`config.mk`:
```
export PLATFORM = sky130hd
export DESIGN_NAME = jedro_1_ifu_pf
export DESIGN_NICKNAME = d
export VERILOG_FILES = /design/src/rtl/jedro_1_ifu_pf_pkg.sv /design/src/rtl/jedro_1_fifo.sv /design/src/rtl/jedro_1_ifu_pf.sv
export SDC_FILE = /design/constraint.sdc
export NUM_CORES = 1
export LEC_CHECK = 0
export ABC_AREA = 1
export BUFFER_PORTS_ARGS = -buffer_cell sky130_fd_sc_hd__buf_2
export CORE_MARGIN = 2
export CORE_UTILIZATION = 51
export CTS_CLUSTER_SIZE = 40
export DETAILED_ROUTE_END_ITERATION = 6
export PLACE_DENSITY = 0.74
export SYNTH_ARGS = -nofsm -noshare
export SYNTH_HDL_FRONTEND = slang
export SYNTH_SLANG_ARGS = --single-unit
```
`constraint.sdc`:
```
create_clock -name clk_i -period 2.6 [get_ports clk_i]
set_input_delay 0.52 -clock clk_i [delete_from_list [all_inputs] [get_ports clk_i]]
set_output_delay 0.52 -clock clk_i [all_outputs]
set_load 0.1 [all_outputs]
```
`src/rtl/jedro_1_ifu_pf_pkg.sv`:
```
// Shared definitions for the jedro_1 prefetching instruction fetch unit:
// core-wide defaults and the fetch FSM state encoding.
package jedro_1_ifu_pf_pkg;

  localparam int unsigned JEDRO_1_DATA_WIDTH = 32;
  localparam logic [31:0] JEDRO_1_BOOT_ADDR  = 32'h8000_0000;

  typedef enum logic [1:0] {
    IfuFetch    = 2'd0,
    IfuWaitFull = 2'd1,
    IfuDrain    = 2'd2,
    IfuHalt     = 2'd3
  } ifu_state_e;

  function automatic logic is_misaligned(input logic [1:0] lsb);
    return |lsb;
  endfunction

endpackage

```
`src/rtl/jedro_1_fifo.sv`:
```
// Synchronous FIFO with synchronous flush, occupancy count and a head output
// taken straight from the storage registers.
module jedro_1_fifo #(
  parameter int unsigned WIDTH = 65,
  parameter int unsigned DEPTH = 4
) (
  input  logic                     clk_i,
  input  logic                     rstn_i,
  input  logic                     push_i,
  input  logic [WIDTH-1:0]         data_i,
  input  logic                     pop_i,
  input  logic                     flush_i,
  output logic [WIDTH-1:0]         data_o,
  output logic [$clog2(DEPTH):0]   count_o,
  output logic                     full_o,
  output logic                     empty_o
);

  localparam int unsigned AW = $clog2(DEPTH);
  localparam int unsigned CW = AW + 1;

  logic [WIDTH-1:0] mem_q [DEPTH];
  logic [AW-1:0]    wptr_q, wptr_d;
  logic [AW-1:0]    rptr_q, rptr_d;
  logic [CW-1:0]    count_q, count_d;
  logic             do_push, do_pop;

  assign full_o  = (count_q == CW'(DEPTH));
  assign empty_o = (count_q == '0);
  assign count_o = count_q;
  assign data_o  = mem_q[rptr_q];

  always_comb begin
    do_push = push_i && !full_o;
    do_pop  = pop_i && !empty_o;
    wptr_d  = wptr_q;
    rptr_d  = rptr_q;
    count_d = count_q;
    if (flush_i) begin
      wptr_d  = '0;
      rptr_d  = '0;
      count_d = '0;
    end else begin
      if (do_push) wptr_d = wptr_q + AW'(1);
      if (do_pop)  rptr_d = rptr_q + AW'(1);
      count_d = count_q + CW'(do_push) - CW'(do_pop);
    end
  end

  always_ff @(posedge clk_i or negedge rstn_i) begin
    if (!rstn_i) begin
      wptr_q  <= '0;
      rptr_q  <= '0;
      count_q <= '0;
    end else begin
      wptr_q  <= wptr_d;
      rptr_q  <= rptr_d;
      count_q <= count_d;
    end
  end

  always_ff @(posedge clk_i or negedge rstn_i) begin
    if (!rstn_i) begin
      for (int unsigned i = 0; i < DEPTH; i++) mem_q[i] <= '0;
    end else if (do_push && !flush_i) begin
      mem_q[wptr_q] <= data_i;
    end
  end

endmodule

```
`src/rtl/jedro_1_ifu_pf.sv`:
```
// Prefetching instruction fetch unit: keeps up to FIFO_DEPTH words in flight or
// buffered, handles redirects/flushes and reports fetch exceptions.
module jedro_1_ifu_pf
  import jedro_1_ifu_pf_pkg::*;
#(
  parameter int unsigned            DATA_WIDTH = JEDRO_1_DATA_WIDTH,
  parameter logic [DATA_WIDTH-1:0]  BOOT_ADDR  = DATA_WIDTH'(JEDRO_1_BOOT_ADDR),
  parameter int unsigned            FIFO_DEPTH = 4
) (
  input  logic                  clk_i,
  input  logic                  rstn_i,
  input  logic                  jmp_instr_i,
  input  logic [DATA_WIDTH-1:0] jmp_address_i,
  output logic [DATA_WIDTH-1:0] instr_o,
  output logic [DATA_WIDTH-1:0] addr_o,
  output logic                  valid_o,
  input  logic                  ready_i,
  output logic                  exception_ro,
  output logic                  exc_bus_err_ro,
  output logic [DATA_WIDTH-1:0] fault_addr_ro,
  output logic                  ram_stb,
  output logic [DATA_WIDTH-1:0] ram_addr,
  input  logic [DATA_WIDTH-1:0] ram_rdata,
  input  logic                  ram_ack,
  input  logic                  ram_err
);

  localparam int unsigned EntryW = 2 * DATA_WIDTH + 1;
  localparam int unsigned CntW   = $clog2(FIFO_DEPTH) + 1;

  ifu_state_e            state_q, state_d;
  logic                  stb_q, stb_d;
  logic [DATA_WIDTH-1:0] pc_q, pc_d;
  logic [DATA_WIDTH-1:0] jmp_tgt_q, jmp_tgt_d;
  logic                  drain_halt_q, drain_halt_d;
  logic                  exc_q, exc_d;
  logic                  bus_err_q, bus_err_d;
  logic [DATA_WIDTH-1:0] fault_q, fault_d;

  logic                  fifo_push, fifo_pop, fifo_flush, fifo_full, fifo_empty;
  logic [EntryW-1:0]     fifo_wdata, fifo_head;
  logic [CntW-1:0]       fifo_count, cnt_next;

  logic                  resp, resp_ack, jmp_misaligned;
  logic                  head_err;
  logic [DATA_WIDTH-1:0] head_addr, head_data;

  assign resp           = stb_q && (ram_ack || ram_err);
  assign resp_ack       = resp && !ram_err;
  assign jmp_misaligned = is_misaligned(jmp_address_i[1:0]);

  assign head_err  = fifo_head[EntryW-1];
  assign head_addr = fifo_head[2*DATA_WIDTH-1:DATA_WIDTH];
  assign head_data = fifo_head[DATA_WIDTH-1:0];

  // Error entries carry no data; ack+err together counts as err.
  assign fifo_wdata = ram_err ? {1'b1, pc_q, {DATA_WIDTH{1'b0}}} : {1'b0, pc_q, ram_rdata};
  assign cnt_next   = fifo_count + CntW'(fifo_push) - CntW'(fifo_pop);

  jedro_1_fifo #(
    .WIDTH (EntryW),
    .DEPTH (FIFO_DEPTH)
  ) u_fifo (
    .clk_i   (clk_i),
    .rstn_i  (rstn_i),
    .push_i  (fifo_push),
    .data_i  (fifo_wdata),
    .pop_i   (fifo_pop),
    .flush_i (fifo_flush),
    .data_o  (fifo_head),
    .count_o (fifo_count),
    .full_o  (fifo_full),
    .empty_o (fifo_empty)
  );

  always_ff @(posedge clk_i or negedge rstn_i) begin
    if (!rstn_i) begin
      state_q      <= IfuFetch;
      stb_q        <= 1'b0;
      pc_q         <= BOOT_ADDR;
      jmp_tgt_q    <= '0;
      drain_halt_q <= 1'b0;
      exc_q        <= 1'b0;
      bus_err_q    <= 1'b0;
      fault_q      <= '0;
    end else begin
      state_q      <= state_d;
      stb_q        <= stb_d;
      pc_q         <= pc_d;
      jmp_tgt_q    <= jmp_tgt_d;
      drain_halt_q <= drain_halt_d;
      exc_q        <= exc_d;
      bus_err_q    <= bus_err_d;
      fault_q      <= fault_d;
    end
  end

  // Next state. Staying in IfuFetch means a request is issued next cycle, so a
  // free slot must exist once this cycle's push/pop have been applied.
  always_comb begin
    state_d = state_q;
    if (jmp_instr_i) begin
      if (stb_q && !resp)      state_d = IfuDrain;
      else if (jmp_misaligned) state_d = IfuHalt;
      else                     state_d = IfuFetch;
    end else begin
      case (state_q)
        IfuFetch, IfuWaitFull: begin
          if (stb_q && ram_err)                    state_d = IfuHalt;
          else if (stb_q && !ram_ack)              state_d = IfuFetch;
          else if (cnt_next < CntW'(FIFO_DEPTH))   state_d = IfuFetch;
          else                                     state_d = IfuWaitFull;
        end
        IfuDrain: begin
          if (resp) state_d = drain_halt_q ? IfuHalt : IfuFetch;
        end
        default: state_d = IfuHalt;
      endcase
    end
  end

  // Bus request, fetch PC, FIFO control and exception reporting.
  always_comb begin
    stb_d        = (state_d == IfuFetch) || (state_d == IfuDrain);
    pc_d         = pc_q;
    jmp_tgt_d    = jmp_tgt_q;
    drain_halt_d = drain_halt_q;
    exc_d        = 1'b0;
    bus_err_d    = bus_err_q;
    fault_d      = fault_q;
    fifo_flush   = jmp_instr_i;
    fifo_push    = 1'b0;
    fifo_pop     = 1'b0;
    if (jmp_instr_i) begin
      jmp_tgt_d    = jmp_address_i;
      drain_halt_d = jmp_misaligned;
      if (state_d == IfuFetch) pc_d = jmp_address_i;
      if (jmp_misaligned) begin
        exc_d     = 1'b1;
        bus_err_d = 1'b0;
        fault_d   = jmp_address_i;
      end
    end else begin
      if (state_q == IfuDrain) begin
        if (resp && !drain_halt_q) pc_d = jmp_tgt_q;
      end else if (resp) begin
        fifo_push = !fifo_full;
        if (resp_ack) pc_d = pc_q + DATA_WIDTH'(4);
      end
      fifo_pop = !fifo_empty && (head_err || ready_i);
      if (!fifo_empty && head_err) begin
        exc_d     = 1'b1;
        bus_err_d = 1'b1;
        fault_d   = head_addr;
      end
    end
  end

  assign valid_o        = !fifo_empty && !head_err;
  assign instr_o        = head_data;
  assign addr_o         = head_addr;
  assign exception_ro   = exc_q;
  assign exc_bus_err_ro = bus_err_q;
  assign fault_addr_ro  = fault_q;
  assign ram_stb        = stb_q;
  assign ram_addr       = pc_q;

endmodule

```
==> out/qor.txt <==
total wire length = 50600 um
Clock Skews = 0.0178 ns
Hold Vio Cnt, Final = 0
Syn Area/Cell = 8.99 sq um
largest net degree at the start of global routing = 69
CP endpoint kind = primary output
grt met2 use = 0.464
Synth area leaders = dfrtp_1 52%, mux2_2 8.8%, nor2_1 7.6%
Area after DPL = 20700 sq um
Ys Warns = 0
Finish-stage setup viols = 0
initial antenna violation count = 1
CTS tree = done
Tot GR Track Use = 0.277
crit-path max cell delay = 0.55 ns
status = finished, final reports clean
H-tree Lvls = 2
setup_tns = 0 ns
CP Cell Sequence = inv_12, buf_16, nor2_1, o22ai_2, buf_12
Worst path slowest cell = dfrtp_4
# IOs = 202
1st-pass router iterations = 6
share of cells above drive strength 1 = 0.274
synthesized area = 17700 sq um
Synthesized Nets = 2046
# clock sinks = 369
Buf/Inv on CP = 3
Longest Clk Path Bufs = 3
Top Usage Layer GRT = met2
post-route ant nets = 0
clk_lat worst skew = 0.53 ns
Setup CP Type = flop to primary output
GRT overflow = 0
DIE HEIGHT = 190 um
Syn Inst Count = 1966
Setup crit start = u_fifo.rptr_q[0]
die width = 190 um
Yosys top cell by area = dfrtp_1
first-pass GRT wire length = 79300 um
Hold Slack = 0.267 ns
CP max FO = 25
Max Slew Vio Count = 0
RSZ-0062 raised after global routing = true
IO Port Bufs = 201
min-delay src = jmp_address_i[21]
Vias = 14800
Rows = 68
Die Area = 36200 sq um
vias per cell = 5.64
Max Freq = 386 MHz
Period minus WS final = 2.59 ns
Net count, final = 2225
fin worst setup slack = 0.0109 ns
post-synth cell types = 35
area grow syn2layout = 27.0%
core footprint = 34400 sq um
cell family with most CP delay = buffers and inverters
crit path DAT = 2.07 ns
post-synthesis sequential area ratio = 0.522
Starting Density = 0.514
Placement Setup Slack = 0.226 ns
CTS root buf = clkbuf_16
CTS buffer count = 41
MaxCap Viol Count = 0
Worst-path clk slew = 0.06 ns
Worst Hold Class = primary input to flop
Max-Slew Margin vs Limit = 0.625
Worst Path Required = 2.08 ns
vias in the first global route = 14800
routed len/inst = 19.2 um
startpoint types = flop
actual slew at the worst max-slew pin = 0.558 ns
RD Place Congestion = 1.03
Synth top area share = 0.521
register bit total from synthesis = 369
HPWL after detailed placement = 32100 um
Initial DRC Count = 1200
post-route cell area = 22400 sq um
met1 GRT Util = 0.368
Tcrit/Tclk final = 0.996
worst reg2reg startpoint = u_fifo.rptr_q[0]
DRC viols = 0
Global Route met3 Usage = 0.0513
[Yosys cell counts, drive strengths merged]
cell type,number
o21ai,163
nor3,15
or2,2
mux2,138
nand3,31
ha,9
buf,97
o211ai,7
nand4,5
nor2,366
a31oi,32
fa,1
clkinv,1
o311ai,3
dfstp,1
xnor2,1
nand2,354
a21oi,129
dfrtp,368
inv,113
o22ai,64
clkbuf,53
o221ai,2
xor2,10
o31ai,1
[layout make-up]
| class | count | area (sq um) |
|---|---|---|
| antenna | 1 | 2.50 |
| clock buffer | 60 | 1200 |
| clock inverter | 11 | 95.1 |
| fill | 2686 | 11900 |
| inverter | 114 | 445 |
| multi-input combinational | 1333 | 7780 |
| sequential | 369 | 9240 |
| tap | 455 | 569 |
| timing repair buffer | 284 | 3090 |
| timing repair inverter | 2 | 25.0 |
[metal layers]
layer,share of wire,vias up
met4,0.025,0
met1,0.42,7363
li1,-,6816
met2,0.48,552
met5,0,-
met3,0.078,99
[worst paths after layout]
kind | end | slack (ns) | cells after the start
setup / recovery | addr_o[14] | 0.01 | 5
setup reg to reg | u_fifo.count_o[2] | 0.03 | 14
hold reg to reg | jmp_tgt_q[25] | 0.46 | 2
min in group asynchronous | fault_addr_ro[7] | 0.51 | 2
hold / removal | jmp_tgt_q[21] | 0.27 | 3
max in group asynchronous | u_fifo.mem_q[125] | 1.15 | 3
[per-stage QoR]
stage          utilization  instances
3_5_place_dp         0.601       2531
5_1_grt              0.653       2628
2_1_floorplan            -       1966
6_report             0.653       2629
3_3_place_gp         0.601       2531
4_1_cts              0.646       2617
[kinds of logic after synthesis]
group | count (synthesis) | synth area share
simple gates | 773 | 0.175
flops | 369 | 0.522
fa+ha+maj | 10 | 0.00750
compound gates | 401 | 0.126
buf+inv | 264 | 0.0755
mux | 138 | 0.0879
xor+xnor | 11 | 0.00545
[worst min-delay path, cell delays in order]
cell and delay, ns:
buf_2 0.08, nand2_1 0.07, nand2_1 0.09
[flip-flops by register name, indices dropped and copies added (netlist names)]
register	count
u_fifo.mem_q	260
fault_addr_ro	32
jmp_tgt_q	32
ram_addr	32
u_fifo.count_o	3
state_q	2
u_fifo.rptr_q	2
u_fifo.wptr_q	2
drain_halt_q	1
exc_bus_err_ro	1
exception_ro	1
ram_stb	1
[timing repair]
action	CTS	global route
buffers inserted	10	7
hold buffers	1	0
setup endpoints to repair	63	48
pin swaps	5	11
gates resized for setup	16	68
hold endpoints to repair	46	0
cloned	4	5
[cells in the final DEF, fill, tap and decap left out, types with 5 or more instances in the layout]
cell and n:
a21oi_1 112, a21oi_2 17, a31oi_1 32, buf_12 84, buf_16 7, buf_2 135, buf_4 48, clkbuf_1 9
clkbuf_16 45, clkbuf_8 10, clkinv_2 5, dfrtp_1 366, ha_1 9, inv_1 107, mux2_2 138, nand2_1 350
nand3_1 30, nand4_1 5, nor2_1 354, nor2_8 6, nor3_1 15, o211ai_1 7, o21ai_0 116, o21ai_1 45
o22ai_2 34, o22ai_4 30, xor2_1 10
Power is not shown: default switching activity piles up to over one toggle a cycle in this logic, so the estimate is an artifact.
